`src/rtl/pipeline_hazard_ctrl_if.sv`:
```
// Pipeline <-> hazard controller signal bundle. The pipeline side is the master
// (drives stage information), the hazard controller is the slave.
interface pipeline_hazard_ctrl_if #(
  parameter int unsigned STALL_CNT_W = 16
);

  logic [4:0]             ID_rs;
  logic [4:0]             ID_rt;
  logic                   ID_UsesRs;
  logic                   ID_UsesRt;
  logic                   ID_Jump;
  logic                   ID_Eret;
  logic [4:0]             EX_rs;
  logic [4:0]             EX_rt;
  logic                   EX_RegWrite;
  logic                   EX_MemRead;
  logic [4:0]             EX_WriteAddress;
  logic                   EX_BranchTaken;
  logic                   MEM_RegWrite;
  logic [4:0]             MEM_WriteAddress;
  logic                   WB_RegWrite;
  logic [4:0]             WB_WriteAddress;
  logic                   irq;

  logic                   PC_Write;
  logic                   IF_ID_Write;
  logic                   IF_ID_Flush;
  logic                   ID_EX_Flush;
  logic [1:0]             ForwardA;
  logic [1:0]             ForwardB;
  logic                   Irq_Take;
  logic                   Irq_Active;
  logic [STALL_CNT_W-1:0] Stall_Count;

  modport master (
    output ID_rs, ID_rt, ID_UsesRs, ID_UsesRt, ID_Jump, ID_Eret,
    output EX_rs, EX_rt, EX_RegWrite, EX_MemRead, EX_WriteAddress, EX_BranchTaken,
    output MEM_RegWrite, MEM_WriteAddress, WB_RegWrite, WB_WriteAddress, irq,
    input  PC_Write, IF_ID_Write, IF_ID_Flush, ID_EX_Flush,
    input  ForwardA, ForwardB, Irq_Take, Irq_Active, Stall_Count
  );

  modport slave (
    input  ID_rs, ID_rt, ID_UsesRs, ID_UsesRt, ID_Jump, ID_Eret,
    input  EX_rs, EX_rt, EX_RegWrite, EX_MemRead, EX_WriteAddress, EX_BranchTaken,
    input  MEM_RegWrite, MEM_WriteAddress, WB_RegWrite, WB_WriteAddress, irq,
    output PC_Write, IF_ID_Write, IF_ID_Flush, ID_EX_Flush,
    output ForwardA, ForwardB, Irq_Take, Irq_Active, Stall_Count
  );

endinterface

```
`src/rtl/pipeline_hazard_ctrl.sv`:
```
// Stall/flush/forward control and interrupt-entry sequencing for the five-stage pipeline.
// Define HAZARD_FWD_EN to build with EX operand forwarding; otherwise RAW hazards stall.
module pipeline_hazard_ctrl #(
  parameter int unsigned STALL_CNT_W = 16,
  parameter logic [31:0] IRQ_VECTOR  = 32'h8000_0004
) (
  input logic                   clk,
  input logic                   reset,
  pipeline_hazard_ctrl_if.slave hz
);

  typedef enum logic [1:0] {
    ST_IDLE   = 2'd0,
    ST_DRAIN  = 2'd1,
    ST_TAKE   = 2'd2,
    ST_KERNEL = 2'd3
  } irq_state_e;

  irq_state_e             state_q;
  irq_state_e             state_d;
  logic [STALL_CNT_W-1:0] stall_cnt_q;
  logic [STALL_CNT_W-1:0] stall_cnt_d;

  logic       load_use_s;
  logic       raw_stall_s;
  logic       stall_s;
  logic       busy_s;
  logic [1:0] fwd_a_s;
  logic [1:0] fwd_b_s;
  logic       unused_s;

  logic       pc_write_s;
  logic       ifid_write_s;
  logic       ifid_flush_s;
  logic       idex_flush_s;
  logic       irq_take_s;
  logic       stall_win_s;

  function automatic logic reg_hit(
    input logic       uses,
    input logic [4:0] src,
    input logic       wen,
    input logic [4:0] dst
  );
    return uses && wen && (dst != 5'd0) && (src == dst);
  endfunction

  // MEM is younger than WB, so its result takes priority.
  function automatic logic [1:0] fwd_sel(
    input logic [4:0] src,
    input logic       mem_we,
    input logic [4:0] mem_wa,
    input logic       wb_we,
    input logic [4:0] wb_wa
  );
    logic [1:0] sel;
    if (reg_hit(1'b1, src, mem_we, mem_wa)) begin
      sel = 2'b01;
    end else if (reg_hit(1'b1, src, wb_we, wb_wa)) begin
      sel = 2'b10;
    end else begin
      sel = 2'b00;
    end
    return sel;
  endfunction

  assign load_use_s = reg_hit(hz.ID_UsesRs, hz.ID_rs, hz.EX_MemRead, hz.EX_WriteAddress) |
                      reg_hit(hz.ID_UsesRt, hz.ID_rt, hz.EX_MemRead, hz.EX_WriteAddress);

`ifdef HAZARD_FWD_EN
  assign raw_stall_s = 1'b0;
  assign fwd_a_s     = fwd_sel(hz.EX_rs, hz.MEM_RegWrite, hz.MEM_WriteAddress,
                               hz.WB_RegWrite, hz.WB_WriteAddress);
  assign fwd_b_s     = fwd_sel(hz.EX_rt, hz.MEM_RegWrite, hz.MEM_WriteAddress,
                               hz.WB_RegWrite, hz.WB_WriteAddress);
  assign unused_s    = ^{IRQ_VECTOR, hz.EX_RegWrite};
`else
  // WB is bypassed inside the register file, so only EX and MEM producers stall.
  assign raw_stall_s = reg_hit(hz.ID_UsesRs, hz.ID_rs, hz.EX_RegWrite,  hz.EX_WriteAddress)  |
                       reg_hit(hz.ID_UsesRt, hz.ID_rt, hz.EX_RegWrite,  hz.EX_WriteAddress)  |
                       reg_hit(hz.ID_UsesRs, hz.ID_rs, hz.MEM_RegWrite, hz.MEM_WriteAddress) |
                       reg_hit(hz.ID_UsesRt, hz.ID_rt, hz.MEM_RegWrite, hz.MEM_WriteAddress);
  assign fwd_a_s     = 2'b00;
  assign fwd_b_s     = 2'b00;
  assign unused_s    = ^{IRQ_VECTOR, hz.EX_rs, hz.EX_rt, hz.WB_RegWrite, hz.WB_WriteAddress};
`endif

  assign stall_s = load_use_s | raw_stall_s;
  assign busy_s  = hz.EX_BranchTaken | stall_s;

  // Priority resolution of the pipeline-register controls; everything held low in reset.
  always_comb begin
    pc_write_s   = 1'b0;
    ifid_write_s = 1'b0;
    ifid_flush_s = 1'b0;
    idex_flush_s = 1'b0;
    irq_take_s   = 1'b0;
    stall_win_s  = 1'b0;
    if (reset) begin
      pc_write_s = 1'b0;
    end else if (state_q == ST_TAKE) begin
      pc_write_s   = 1'b1;
      ifid_write_s = 1'b1;
      ifid_flush_s = 1'b1;
      idex_flush_s = 1'b1;
      irq_take_s   = 1'b1;
    end else if (hz.EX_BranchTaken) begin
      pc_write_s   = 1'b1;
      ifid_write_s = 1'b1;
      ifid_flush_s = 1'b1;
      idex_flush_s = 1'b1;
    end else if (stall_s) begin
      idex_flush_s = 1'b1;
      stall_win_s  = 1'b1;
    end else if (hz.ID_Jump || hz.ID_Eret) begin
      pc_write_s   = 1'b1;
      ifid_write_s = 1'b1;
      ifid_flush_s = 1'b1;
    end else begin
      pc_write_s   = 1'b1;
      ifid_write_s = 1'b1;
    end
  end

  // Interrupt-entry next state: wait out branches/stalls, then take for one cycle.
  always_comb begin
    state_d = state_q;
    case (state_q)
      ST_IDLE: begin
        if (hz.irq) begin
          state_d = busy_s ? ST_DRAIN : ST_TAKE;
        end else begin
          state_d = ST_IDLE;
        end
      end
      ST_DRAIN: begin
        if (!hz.irq) begin
          state_d = ST_IDLE;
        end else if (busy_s) begin
          state_d = ST_DRAIN;
        end else begin
          state_d = ST_TAKE;
        end
      end
      ST_TAKE: begin
        state_d = ST_KERNEL;
      end
      ST_KERNEL: begin
        if (hz.ID_Eret) begin
          state_d = ST_IDLE;
        end else begin
          state_d = ST_KERNEL;
        end
      end
      default: begin
        state_d = ST_IDLE;
      end
    endcase
  end

  // Saturating stall-cycle counter next value.
  always_comb begin
    stall_cnt_d = stall_cnt_q;
    if (stall_win_s && (stall_cnt_q != {STALL_CNT_W{1'b1}})) begin
      stall_cnt_d = stall_cnt_q + {{(STALL_CNT_W-1){1'b0}}, 1'b1};
    end else begin
      stall_cnt_d = stall_cnt_q;
    end
  end

  // State and counter registers.
  always_ff @(posedge clk or posedge reset) begin
    if (reset) begin
      state_q     <= ST_IDLE;
      stall_cnt_q <= {STALL_CNT_W{1'b0}};
    end else begin
      state_q     <= state_d;
      stall_cnt_q <= stall_cnt_d;
    end
  end

  assign hz.PC_Write    = pc_write_s;
  assign hz.IF_ID_Write = ifid_write_s;
  assign hz.IF_ID_Flush = ifid_flush_s;
  assign hz.ID_EX_Flush = idex_flush_s;
  assign hz.Irq_Take    = irq_take_s;
  assign hz.Irq_Active  = (state_q == ST_KERNEL);
  assign hz.ForwardA    = reset ? 2'b00 : fwd_a_s;
  assign hz.ForwardB    = reset ? 2'b00 : fwd_b_s;
  assign hz.Stall_Count = stall_cnt_q;

endmodule
```
`src/flat_wrapper.sv`:
```
// flat-port wrapper written by rule: the top's interface ports become plain ports
module pipeline_hazard_ctrl_flat 
#(
  parameter int unsigned STALL_CNT_W = 16,
  parameter logic [31:0] IRQ_VECTOR  = 32'h8000_0004
)
  (clk, reset, hz_ID_rs, hz_ID_rt, hz_ID_UsesRs, hz_ID_UsesRt, hz_ID_Jump, hz_ID_Eret, hz_EX_rs, hz_EX_rt, hz_EX_RegWrite, hz_EX_MemRead, hz_EX_WriteAddress, hz_EX_BranchTaken, hz_MEM_RegWrite, hz_MEM_WriteAddress, hz_WB_RegWrite, hz_WB_WriteAddress, hz_irq, hz_PC_Write, hz_IF_ID_Write, hz_IF_ID_Flush, hz_ID_EX_Flush, hz_ForwardA, hz_ForwardB, hz_Irq_Take, hz_Irq_Active, hz_Stall_Count);
  pipeline_hazard_ctrl_if #(.STALL_CNT_W(STALL_CNT_W)) hz_i ();
  input logic clk;
  input logic reset;
  input wire logic [$bits(hz_i.ID_rs)-1:0] hz_ID_rs;
  input wire logic [$bits(hz_i.ID_rt)-1:0] hz_ID_rt;
  input wire logic [$bits(hz_i.ID_UsesRs)-1:0] hz_ID_UsesRs;
  input wire logic [$bits(hz_i.ID_UsesRt)-1:0] hz_ID_UsesRt;
  input wire logic [$bits(hz_i.ID_Jump)-1:0] hz_ID_Jump;
  input wire logic [$bits(hz_i.ID_Eret)-1:0] hz_ID_Eret;
  input wire logic [$bits(hz_i.EX_rs)-1:0] hz_EX_rs;
  input wire logic [$bits(hz_i.EX_rt)-1:0] hz_EX_rt;
  input wire logic [$bits(hz_i.EX_RegWrite)-1:0] hz_EX_RegWrite;
  input wire logic [$bits(hz_i.EX_MemRead)-1:0] hz_EX_MemRead;
  input wire logic [$bits(hz_i.EX_WriteAddress)-1:0] hz_EX_WriteAddress;
  input wire logic [$bits(hz_i.EX_BranchTaken)-1:0] hz_EX_BranchTaken;
  input wire logic [$bits(hz_i.MEM_RegWrite)-1:0] hz_MEM_RegWrite;
  input wire logic [$bits(hz_i.MEM_WriteAddress)-1:0] hz_MEM_WriteAddress;
  input wire logic [$bits(hz_i.WB_RegWrite)-1:0] hz_WB_RegWrite;
  input wire logic [$bits(hz_i.WB_WriteAddress)-1:0] hz_WB_WriteAddress;
  input wire logic [$bits(hz_i.irq)-1:0] hz_irq;
  output wire logic [$bits(hz_i.PC_Write)-1:0] hz_PC_Write;
  output wire logic [$bits(hz_i.IF_ID_Write)-1:0] hz_IF_ID_Write;
  output wire logic [$bits(hz_i.IF_ID_Flush)-1:0] hz_IF_ID_Flush;
  output wire logic [$bits(hz_i.ID_EX_Flush)-1:0] hz_ID_EX_Flush;
  output wire logic [$bits(hz_i.ForwardA)-1:0] hz_ForwardA;
  output wire logic [$bits(hz_i.ForwardB)-1:0] hz_ForwardB;
  output wire logic [$bits(hz_i.Irq_Take)-1:0] hz_Irq_Take;
  output wire logic [$bits(hz_i.Irq_Active)-1:0] hz_Irq_Active;
  output wire logic [$bits(hz_i.Stall_Count)-1:0] hz_Stall_Count;
  assign hz_i.ID_rs = hz_ID_rs;
  assign hz_i.ID_rt = hz_ID_rt;
  assign hz_i.ID_UsesRs = hz_ID_UsesRs;
  assign hz_i.ID_UsesRt = hz_ID_UsesRt;
  assign hz_i.ID_Jump = hz_ID_Jump;
  assign hz_i.ID_Eret = hz_ID_Eret;
  assign hz_i.EX_rs = hz_EX_rs;
  assign hz_i.EX_rt = hz_EX_rt;
  assign hz_i.EX_RegWrite = hz_EX_RegWrite;
  assign hz_i.EX_MemRead = hz_EX_MemRead;
  assign hz_i.EX_WriteAddress = hz_EX_WriteAddress;
  assign hz_i.EX_BranchTaken = hz_EX_BranchTaken;
  assign hz_i.MEM_RegWrite = hz_MEM_RegWrite;
  assign hz_i.MEM_WriteAddress = hz_MEM_WriteAddress;
  assign hz_i.WB_RegWrite = hz_WB_RegWrite;
  assign hz_i.WB_WriteAddress = hz_WB_WriteAddress;
  assign hz_i.irq = hz_irq;
  assign hz_PC_Write = hz_i.PC_Write;
  assign hz_IF_ID_Write = hz_i.IF_ID_Write;
  assign hz_IF_ID_Flush = hz_i.IF_ID_Flush;
  assign hz_ID_EX_Flush = hz_i.ID_EX_Flush;
  assign hz_ForwardA = hz_i.ForwardA;
  assign hz_ForwardB = hz_i.ForwardB;
  assign hz_Irq_Take = hz_i.Irq_Take;
  assign hz_Irq_Active = hz_i.Irq_Active;
  assign hz_Stall_Count = hz_i.Stall_Count;
  pipeline_hazard_ctrl #(.STALL_CNT_W(STALL_CNT_W), .IRQ_VECTOR(IRQ_VECTOR)) u_core (.clk(clk), .reset(reset), .hz(hz_i));
endmodule
```
`config.mk`:
```
export PLATFORM = sky130hd
export DESIGN_NAME = pipeline_hazard_ctrl_flat
export DESIGN_NICKNAME = d
export VERILOG_FILES = /design/src/rtl/pipeline_hazard_ctrl_if.sv /design/src/rtl/pipeline_hazard_ctrl.sv /design/src/flat_wrapper.sv
export SDC_FILE = /design/constraint.sdc
export NUM_CORES = 1
export LEC_CHECK = 0
export CORE_UTILIZATION = 38
export DETAILED_ROUTE_END_ITERATION = 12
export PLACE_DENSITY = 0.82
export RECOVER_POWER = 25
export SYNTH_ARGS = -nofsm -noshare
export SYNTH_HDL_FRONTEND = slang
export SYNTH_SLANG_ARGS = --single-unit
```
`constraint.sdc`:
```
create_clock -name clk -period 2.3 [get_ports clk]
set_input_delay 0.23 -clock clk [delete_from_list [all_inputs] [get_ports clk]]
set_output_delay 0.23 -clock clk [all_outputs]
set_load 0.03 [all_outputs]
```
* After elaboration in Yosys (flattened, before gate mapping)
Cells that the tools add are included.
Word-level totals: flip-flop bits (word level) 18, bits in latches 0, RAM bits 0, ROM bits 0, input port bits 47, output and inout port bits 26, logic and storage cells 63, memories kept 0
Cells by class: add/sub/neg operators 1, $mul 0, div/mod/pow operators 0, order comparisons 0, equal/unequal tests 8, shift-type cells 0, multiplexer cells 22, bitwise operators 6, reductions and logical operators 24
Operator list (count):
- 5-bit == test | 4
- 1-bit logical AND | 19
- 1-bit two-way mux | 18
- 16-bit by 1-bit adder with 16-bit output, second input constant | 1
- 16-bit != test, second input constant | 1
- 5-bit nonzero test | 2
- 2-bit two-way mux | 3
- 1-bit OR | 6
- 2-bit case mux with 3 select lines | 1
- 2-bit == test, second input constant | 2
- 2-bit by 1-bit == test with 1-bit output, second input constant | 1
- 2-bit logical NOT | 1
- 2-bit OR reduction | 1
- 1-bit logical OR | 1

* Depth between registers and ports, before layout
Gate-level depths: netlist of run 1.
depth in word-level cells 12, mapped depth 8, mapped depth without buffers 6

* Least setup slack after synthesis of run 1
Ideal clock, no wire load.
path kind input to output, start input port hz_EX_WriteAddress[0], end output port hz_PC_Write, data arrival time 2.054 ns, setup slack 0.016 ns, cell stages on the path 7, buffers on the path 2, cell sequence or4_1 -> o22a_1 -> a32oi_1 -> buf_2 -> nor2_1 -> nor2_1 -> buf_4
On the way: cells in the longest elaborated chain, start to end 11, elaborated cells between the ends (all ways) 20, those cells by class eq/ne (2); mux (4); bitwise (5); reduce/logical (9)
Ends and longest elaborated chain:
- start: declaration | RTL line flat_wrapper.sv:21 | input wire logic [$bits(hz_i.EX_WriteAddress)-1:0] hz_EX_WriteAddress;
- 5-bit nonzero test | RTL line pipeline_hazard_ctrl.sv:45 | return uses && wen && (dst != 5'd0) && (src == dst);
- 1-bit logical AND (2 in series) | RTL line pipeline_hazard_ctrl.sv:45
- 1-bit OR | RTL line pipeline_hazard_ctrl.sv:79 | assign raw_stall_s = reg_hit(hz.ID_UsesRs, hz.ID_rs, hz.EX_RegWrite, hz.EX_WriteAddress) |
- 1-bit OR | RTL line pipeline_hazard_ctrl.sv:80 | reg_hit(hz.ID_UsesRt, hz.ID_rt, hz.EX_RegWrite, hz.EX_WriteAddress) |
- 1-bit OR | RTL line pipeline_hazard_ctrl.sv:81 | reg_hit(hz.ID_UsesRs, hz.ID_rs, hz.MEM_RegWrite, hz.MEM_WriteAddress) |
- 1-bit OR * | RTL line pipeline_hazard_ctrl.sv:88 | assign stall_s = load_use_s | raw_stall_s;
- 1-bit two-way mux * (4 in series)
- end: declaration | RTL line flat_wrapper.sv:28 | output wire logic [$bits(hz_i.PC_Write)-1:0] hz_PC_Write;
Every way passes the cells marked *; elsewhere a longest branch is shown, timed or not.

* Worst setup path in the final report of run 1
start input port hz_MEM_WriteAddress[4], end register u_core.stall_cnt_q[14], in the netlist u_core.hz.Stall_Count[14]
On the way: cells in the longest elaborated chain, start to end 11, elaborated cells between the ends (all ways) 15, those cells by class eq/ne (2); mux (4); bitwise (3); reduce/logical (6)
Ends and longest elaborated chain:
- start: declaration | RTL line flat_wrapper.sv:24 | input wire logic [$bits(hz_i.MEM_WriteAddress)-1:0] hz_MEM_WriteAddress;
- 5-bit nonzero test | RTL line pipeline_hazard_ctrl.sv:45
- 1-bit logical AND (2 in series) | RTL line pipeline_hazard_ctrl.sv:45
- 1-bit OR | RTL line pipeline_hazard_ctrl.sv:80
- 1-bit OR * | RTL line pipeline_hazard_ctrl.sv:81
- 1-bit OR * | RTL line pipeline_hazard_ctrl.sv:88
- 1-bit two-way mux * | RTL line pipeline_hazard_ctrl.sv:112 | end else if (stall_s) begin
- 1-bit two-way mux * | RTL line pipeline_hazard_ctrl.sv:107 | end else if (hz.EX_BranchTaken) begin
- 1-bit two-way mux * | RTL line pipeline_hazard_ctrl.sv:101 | end else if (state_q == ST_TAKE) begin
- 1-bit two-way mux * | RTL line pipeline_hazard_ctrl.sv:99 | if (reset) begin
- 1-bit logical AND * | RTL line pipeline_hazard_ctrl.sv:164 | if (stall_win_s && (stall_cnt_q != {STALL_CNT_W{1'b1}})) begin
- end signal: assignment | RTL line pipeline_hazard_ctrl.sv:175 | stall_cnt_q <= {STALL_CNT_W{1'b0}};
- end signal: assignment | RTL line pipeline_hazard_ctrl.sv:178 | stall_cnt_q <= stall_cnt_d;
- end: declaration | RTL line pipeline_hazard_ctrl.sv:21 | logic [STALL_CNT_W-1:0] stall_cnt_q;
Marks and branches as above. A chain may end at the register's enable or synchronous reset.

==> results of run 1 <==
## sequential cells by signal, summed over array words and instances, names as in the netlist
signal	count
u_core.state_q	2
u_core.hz.Stall_Count	16
## cell usage after synthesis (2+ instances only)
| master | instances | area, sq um |
|---|---|---|
| nand3_1 | 8 | 40.04 |
| clkbuf_1 | 2 | 7.510 |
| nor4_1 | 10 | 62.56 |
| xnor2_1 | 21 | 183.9 |
| nor2b_1 | 2 | 12.51 |
| xor2_1 | 13 | 113.9 |
| nor3_1 | 2 | 10.01 |
| a21oi_1 | 2 | 10.01 |
| dfrtp_1 | 18 | 450.4 |
| inv_1 | 2 | 7.510 |
| nand2b_1 | 5 | 31.28 |
| o22ai_1 | 2 | 12.51 |
| nor2_1 | 8 | 30.03 |
| nand2_1 | 9 | 33.78 |
| mux2_4 | 2 | 30.03 |
| nand4_1 | 9 | 56.30 |
| nor4b_1 | 2 | 17.52 |
| or4_1 | 2 | 15.01 |
| o21ai_0 | 4 | 20.02 |
| buf_4 | 6 | 45.04 |
## logic make-up (layout without fill, tap and decap cells)
group	count (synthesis)	in the layout	synth area share [%]
flops	18	18	35.54
other cells	1	4	0.2959
simple gates	61	61	26.85
compound gates	11	11	5.331
xor+xnor	34	34	23.49
mux	2	2	2.369
buf+inv	11	70	5.133
fa+ha+maj	1	1	0.9870
## worst max-delay path, delay by kind of cell
| family | cells | cell delay, ns |
|---|---|---|
| compound gates | 2 | 0.35 |
| mux | 1 | 0.32 |
| buf+inv | 3 | 0.91 |
| simple gates | 2 | 0.46 |
| xor+xnor | 1 | 0.14 |
## repair_timing
item                                    4_1_cts  5_1_grt
resized for setup                             6        8
buffers inserted                              1        0
endpoints found under the setup margin        4        6
pin swaps                                     5        1
## metal layers
layer	routed length (um)	up-vias	global-route usage (%)
met1	1520	634	28.30
met4	63	0	6.977
met3	200	8	4.329
met2	1826	45	33.65
met5	0	-	0
li1	-	608	-
## final cells by class
cell class / instances / area share, %
well taps: 44 / 2.833
inverters: 2 / 0.3863
multi-input cells: 113 / 41.21
flip-flops and latches: 18 / 23.18
repair buffers: 64 / 30.52
clock buffers: 4 / 1.867
## report_power, final
group | switching, mW | internal (mW)
Combinational | 0.216 | 0.183
Sequential | 0.0351 | 0.347
Clock | 0.104 | 0.0965
Total | 0.355 | 0.626
## stage by stage
step | area [sq um] | utilization [%] | TNS, ns | setup slack, ns
final | 1943 | 62.62 | 0 | 0.07350
after global routing | 1943 | 62.62 | 0 | 0.003312
after CTS | 1922 | 61.94 | 0 | 0.001095
after detailed placement | 1872 | 60.32 | -1.234 | -0.2791
after global placement | 1872 | 60.32 | -1.116 | -0.2315
after floorplan | 1279 | - | 0 | 0.01560
## worst paths after layout
path | from | end | slack, ns
worst max-delay path | hz_MEM_WriteAddress[4] | u_core.hz.Stall_Count[14] | 0.07
worst min-delay path | u_core.hz.Stall_Count[4] | u_core.hz.Stall_Count[4] | 0.50
worst max register to register | u_core.hz.Stall_Count[0] | u_core.hz.Stall_Count[1] | 0.31
worst min register to register | u_core.hz.Stall_Count[4] | u_core.hz.Stall_Count[4] | 0.50
max in group asynchronous | reset | u_core.hz.Stall_Count[11] | 1.14
min in group asynchronous | reset | u_core.state_q[0] | 0.64
==> results by group, run 1 <==
Worst setup path
  • Worst-path cell chain: clkdlybuf4s50_1 > xnor2_1 > nand4_1 > o22ai_2 > a32oi_2 > buf_6 > buf_4 > nor4_4 > mux2_4
  • CP Launch Type: input port
  • CP Class: in -> reg
  • Worst setup EP type: flip-flop
  • Worst Path Max Fanout: 17
  • Worst path slowest cell: clkdlybuf4s50_1
  • Worst Path Arrival: ~2.4 ns
  • CP Data Required Time: 2.49 ns
  • Crit-path max cell delay: around 0.58 ns
  • R2R cell count: 6

Global routing
  • Total GRT Usage: between 20% and 30%
  • Vias in the first global route: about 1300
  • Largest net degree at the start of global routing: 18
  • Remaining Overflow, GRT: 0
  • First-pass GRT wire length: approximately 5700 um
  • Initial antenna violation count: 0

Yosys
  • Post-synth EDFFs: 0
  • Most common flop cell mapped by yosys: dfrtp_1
  • Mapped Cells: around 140
  • Syn Area/Cell: 9.118 sq um
  • #FFs+latches synth: 18
  • Sequential element share of the synthesized area: between 30 and 40%
  • Synth warn: 0
  • Synth Cell Area: ~1300 sq um
  • Yosys cell types: 30
  • Post-synth ARST share: 100.0%

Floorplanning
  • Die area: ~3600 sq um
  • I/O pin count: 73
  • Starting density of the core: 40.85%
  • Die Span Y: ~60 um
  • Die X: between 50 and 60 um
  • Core ar.: between 3000 and 4000 sq um
  • Site Rows: 20

Finish
  • Commonest non-fill, non-tap cell in the layout: clkdlybuf4s50_1
  • Commonest cells after routing, fill and taps aside: clkdlybuf4s50_1, xnor2_1, dfrtp_1
  • FILL cells: 287
  • Ant diodes: 0
  • Layout cells sized above 1: between 10% and 20%
  • Final Non-Filler Cells: approximately 250
  • Reg area: 450.4 sq um
  • Multi-input combinational cell area: 800.8 sq um
  • Syn-to-layout area delta: 53.31%
  • Layout Nets: 250

Power
  • VDD IR max: a little over 0.4 mV
  • Leakage: around 0.84 nW
  • Pwr/cell area: between 500 and 600 nW/um^2
  • Tot Pwr: slightly below 1 mW

Timing
  • Final min period: 2.227 ns
  • Setup violators final: 0
  • Max-slew violations: 0
  • Fmax: between 400 and 500 MHz
  • RSZ-0062 raised after global routing: no
  • Least-Margin Pin Slew: approximately 0.66 ns
  • Slew headroom: 55.86%
  • Hold_ws: between 0.4 and 0.5 ns
  • Tcrit/Tclk final: a little over nine tenths
  • Skew final: approximately 0.0041 ns
  • Endpoints failing hold: 0

Detailed routing
  • Drt first-iter violations: 39
  • Average routed wire per standard cell: about 15 um
  • DRT Wirelength: 3611 um
  • Vias per cell: 5.286
  • Antenna Nets Post-Route: 0
  • DR vias: between 1000 and 1500
  • DRT Pass-1 Iters: 4
  • DRC viols: 0

Clocking
  • Longest Clk Path Bufs: 2
  • Worst-path clk slew: 0.11 ns
  • Num CTS Buffers: 3
  • Hold Buf Count CTS: 0
  • CTS root buffer: clkbuf_4
  • H-tree depth: 1
  • Clk_lat worst skew: roughly 0.30 ns
  • Clock tree from TritonCTS: done
  • TritonCTS Sinks: 18

Placement
  • Dpl hpwl: between 2000 and 3000 um
  • PortBufs: 52
  • RD Place Congestion: slightly below 0.9
  • Post-Place Cells: between 200 and 250

Hold path
  • Worst Hold Path Cells: 1
  • Worst min path class: reg -> reg

Run status
  • Status: completed

Job
  • Max cap viols: 0
No activity file was read; power rests on OpenSTA's default activity.
==> run 2: changes to the inputs <==
--- a/config.mk
+++ b/config.mk
@@ -7,8 +7,9 @@
 export LEC_CHECK = 0
 export CORE_UTILIZATION = 38
 export DETAILED_ROUTE_END_ITERATION = 12
-export PLACE_DENSITY = 0.82
+export PLACE_DENSITY = 0.87
 export RECOVER_POWER = 25
+export SLEW_MARGIN = 20
 export SYNTH_ARGS = -nofsm -noshare
 export SYNTH_HDL_FRONTEND = slang
 export SYNTH_SLANG_ARGS = --single-unit
==> constraint.sdc (replaced) <==
create_clock -name clk -period 2.3 [get_ports clk]
set_input_delay 0.46 -clock clk [delete_from_list [all_inputs] [get_ports clk]]
set_output_delay 0.46 -clock clk [all_outputs]
set_load 0.03 [all_outputs]
==> run 2 against run 1 <==
Critical endpoint is now hz_IF_ID_Flush. Register-to-register slack improved by 0.07 ns. Non-clock buffer count is 19 higher. The flow now finishes with violations (negative setup slack). Power rose by 4.4%. Critical path type is now in -> out. Highest routed layer unchanged.
==> results by group, run 2 (synthesis gave the netlist of run 1 again) <==
Placement
  • Place WS: -0.6817 ns (-0.4026 ns)
  • PortBufs: 52 (unchanged)
  • Dpl hpwl: 2763 um (+2.9%)
  • RD Place Congestion: 0.7879 (-11%)

Timing
  • Setup WS post-layout: -0.1304 ns (-0.2039 ns)
  • Setup violators final: 3 (+3)
  • RSZ-0062 raised after global routing: yes
  • Fmax: 411.5 MHz (-8.4%)
  • Final setup TNS: -0.3240 ns (-0.3240 ns)
  • Skew final: 0.01577 ns (+0.01165 ns)
  • Tcrit/Tclk final: 105.7% (+8.9 points)
  • Endpoints failing hold: 0 (unchanged)
  • Slew headroom: 58.73% (+2.9 points)
  • Max-slew violations: 0 (unchanged)
  • Least-Margin Pin Slew: 0.6154 ns (-0.04679 ns)
  • Final min period: 2.430 ns (+0.2039 ns)

Global routing
  • Total GRT Usage: 22.01% (+0.95 points)
  • Vias in the first global route: 1313 (+3.8%)
  • Largest net degree at the start of global routing: 18 (unchanged)
  • First-pass GRT wire length: 5892 um (+2.5%)
  • Remaining Overflow, GRT: 0 (unchanged)
  • Initial antenna violation count: 0 (unchanged)

Clocking
  • Worst-path clk slew: 0.12 ns (about the same)
  • Num CTS Buffers: 3 (unchanged)
  • TritonCTS Sinks: 18 (unchanged)
  • Clk_lat worst skew: 0.31 ns (about the same)
  • Hold Buf Count CTS: 0 (unchanged)
  • Longest Clk Path Bufs: 2 (unchanged)
  • CTS root buffer: clkbuf_4
  • H-tree depth: 1 (unchanged)
  • Clock tree from TritonCTS: done

Detailed routing
  • Drt first-iter violations: 56 (+44%)
  • DRC viols: 0 (unchanged)
  • Vias per cell: 5.080 (-3.9%)
  • DRT Pass-1 Iters: 5 (+1)
  • Antenna Nets Post-Route: 0 (unchanged)
  • Average routed wire per standard cell: 13.88 um (-5.8%)
  • DR vias: 1341 (+3.6%)
  • DRT Wirelength: 3664 um (+1.5%)

Power
  • Combinational cell fraction of total power: 44.4% (+3.8 points)
  • Sw power: 0.3708 mW (+4.5%)
  • Seq pwr share: 35.9% (-3.0 points)
  • Clk pwr share: 19.7% (-0.7 points)
  • Pwr/cell area: 481.9 nW/um^2 (-4.5%)
  • Leakage: 0.9471 nW (+13%)
  • Sw Ratio: 36.21% (+0.048 points)
  • VDD IR max: 0.5508 mV (+34%)
  • P_int: 0.6531 mW (+4.3%)

Worst setup path
  • Worst Path Max Fanout: 3 (-14)
  • CP Data Required Time: 1.84 ns (-0.65 ns)
  • R2R Setup Slk: 0.38 ns (+0.07 ns)
  • Worst path slowest cell: or4_4
  • Worst setup EP type: output pin
  • Crit-path max cell delay: 0.51 ns (-0.07 ns)
  • CP dominant cell by count: buf_6
  • Worst-path cell chain: buf_8 > or4_4 > o22a_1 > a32oi_2 > buf_6 > o21ai_4 > a21oi_4 > buf_6
  • CP Class: in -> out
  • Worst Path Arrival: 1.97 ns (-0.45 ns)
  • CP Launch Type: input port

Finish
  • Max reg flops: 16 (unchanged)
  • Syn-to-layout area delta: 67.62%
  • Ant diodes: 0 (unchanged)
  • Layout Nets: 269 (+7.6%)
  • Layout cells sized above 1: 27.27% (+15 points)
  • Commonest cells after routing, fill and taps aside: buf_4, clkdlybuf4s50_1, xnor2_1
  • Commonest non-fill, non-tap cell in the layout: buf_4

Floorplanning
  • Core ar.: 3103 sq um (unchanged)
  • Die X: 59.76 um (unchanged)
  • Die area: 3571 sq um (unchanged)
  • Site Rows: 20 (unchanged)
  • Starting density of the core: 40.85% (unchanged)
  • I/O pin count: 73 (unchanged)
  • Die Span Y: 59.76 um (unchanged)

Run status
  • Failing checks: negative setup slack
  • Status: complete, but fails checks

Job
  • Max cap viols: 0 (unchanged)

Hold path
  • Worst min path class: reg -> reg
run 2: cell count changes in the layout (fill, tap and decap cells not counted), moves of 2 or more:
cell,before,now
a21oi_4,0,2
clkdlybuf4s15_1,0,3
buf_6,1,6
dlygate4sd2_1,3,10
clkbuf_2,1,3
nor2_4,0,2
clkdlybuf4s50_1,43,27
a21oi_1,2,0
buf_2,0,2
buf_4,12,29
run 2: cell type report:
class,instances,area (sq um)
Fill cell,268,978.4
Multi-Input combinational cell,113,854.6
Tap cell,44,55.05
Timing Repair Buffer,83,720.7
Inverter,2,7.507
Sequential cell,18,450.4
Clock buffer,4,36.28
run 2: per-layer routing:
metal  track usage, %  routed length, um
met1            28.46               1655
met2            38.89               1854
met3            4.762                145
met4            1.993                  8
met5                0                  0
run 2: what timing repair did:
action                     CTS  global route
cloned                       0             0
pin swaps                    7            14
setup endpoints to repair    7             9
setup buffers                2             3
gates resized for setup     45            22
run 2: metrics by stage:
stage	util [%]	power [mW]	instances	instance area, sq um	hold slack, ns
finish	68.47	1.024	264	2125	0.5014
global route	68.47	1.072	264	2125	0.5342
CTS	66.81	1.007	262	2073	0.5056
detailed placement	64.96	0.8060	256	2016	0.4845
global placement	64.96	0.7952	256	2016	0.4756
floorplan	-	0.6080	142	1311	0.4322
run 2: power groups by stage:
stage / combinational (mW) / sequential, mW / clock, mW
floorplan: 0.204 / 0.404 / 0
finish: 0.454 / 0.368 / 0.202
global placement: 0.425 / 0.370 / 0
detailed placement: 0.432 / 0.374 / 0
global route: 0.484 / 0.373 / 0.215
CTS: 0.433 / 0.368 / 0.206
run 2: worst max-delay path, delay by kind of cell:
| kind | cells | cell delay [ns] |
|---|---|---|
| AO/OA/AOI/OAI | 4 | 0.58 |
| buffers and inverters | 3 | 0.41 |
| AND/OR/NAND/NOR | 1 | 0.51 |
run 2: final timing paths:
path	start	end	cells after the start
min in group asynchronous	reset	u_core.hz.Stall_Count[8]	4
worst max register to register	u_core.hz.Stall_Count[4]	u_core.hz.Stall_Count[13]	7
max in group asynchronous	reset	u_core.hz.Stall_Count[1]	4
worst min register to register	u_core.hz.Stall_Count[4]	u_core.hz.Stall_Count[4]	1
worst max-delay path	hz_EX_WriteAddress[4]	hz_IF_ID_Flush	8
worst min-delay path	u_core.hz.Stall_Count[4]	u_core.hz.Stall_Count[4]	1
==> run 3: changes to the inputs <==
--- a/config.mk
+++ b/config.mk
@@ -6,6 +6,7 @@
 export NUM_CORES = 1
 export LEC_CHECK = 0
 export CORE_UTILIZATION = 38
+export CTS_CLUSTER_SIZE = 12
 export DETAILED_ROUTE_END_ITERATION = 12
 export PLACE_DENSITY = 0.87
 export RECOVER_POWER = 25
==> results of run 3 <==
Final layout, timing and power as in run 2 (identical DEF).
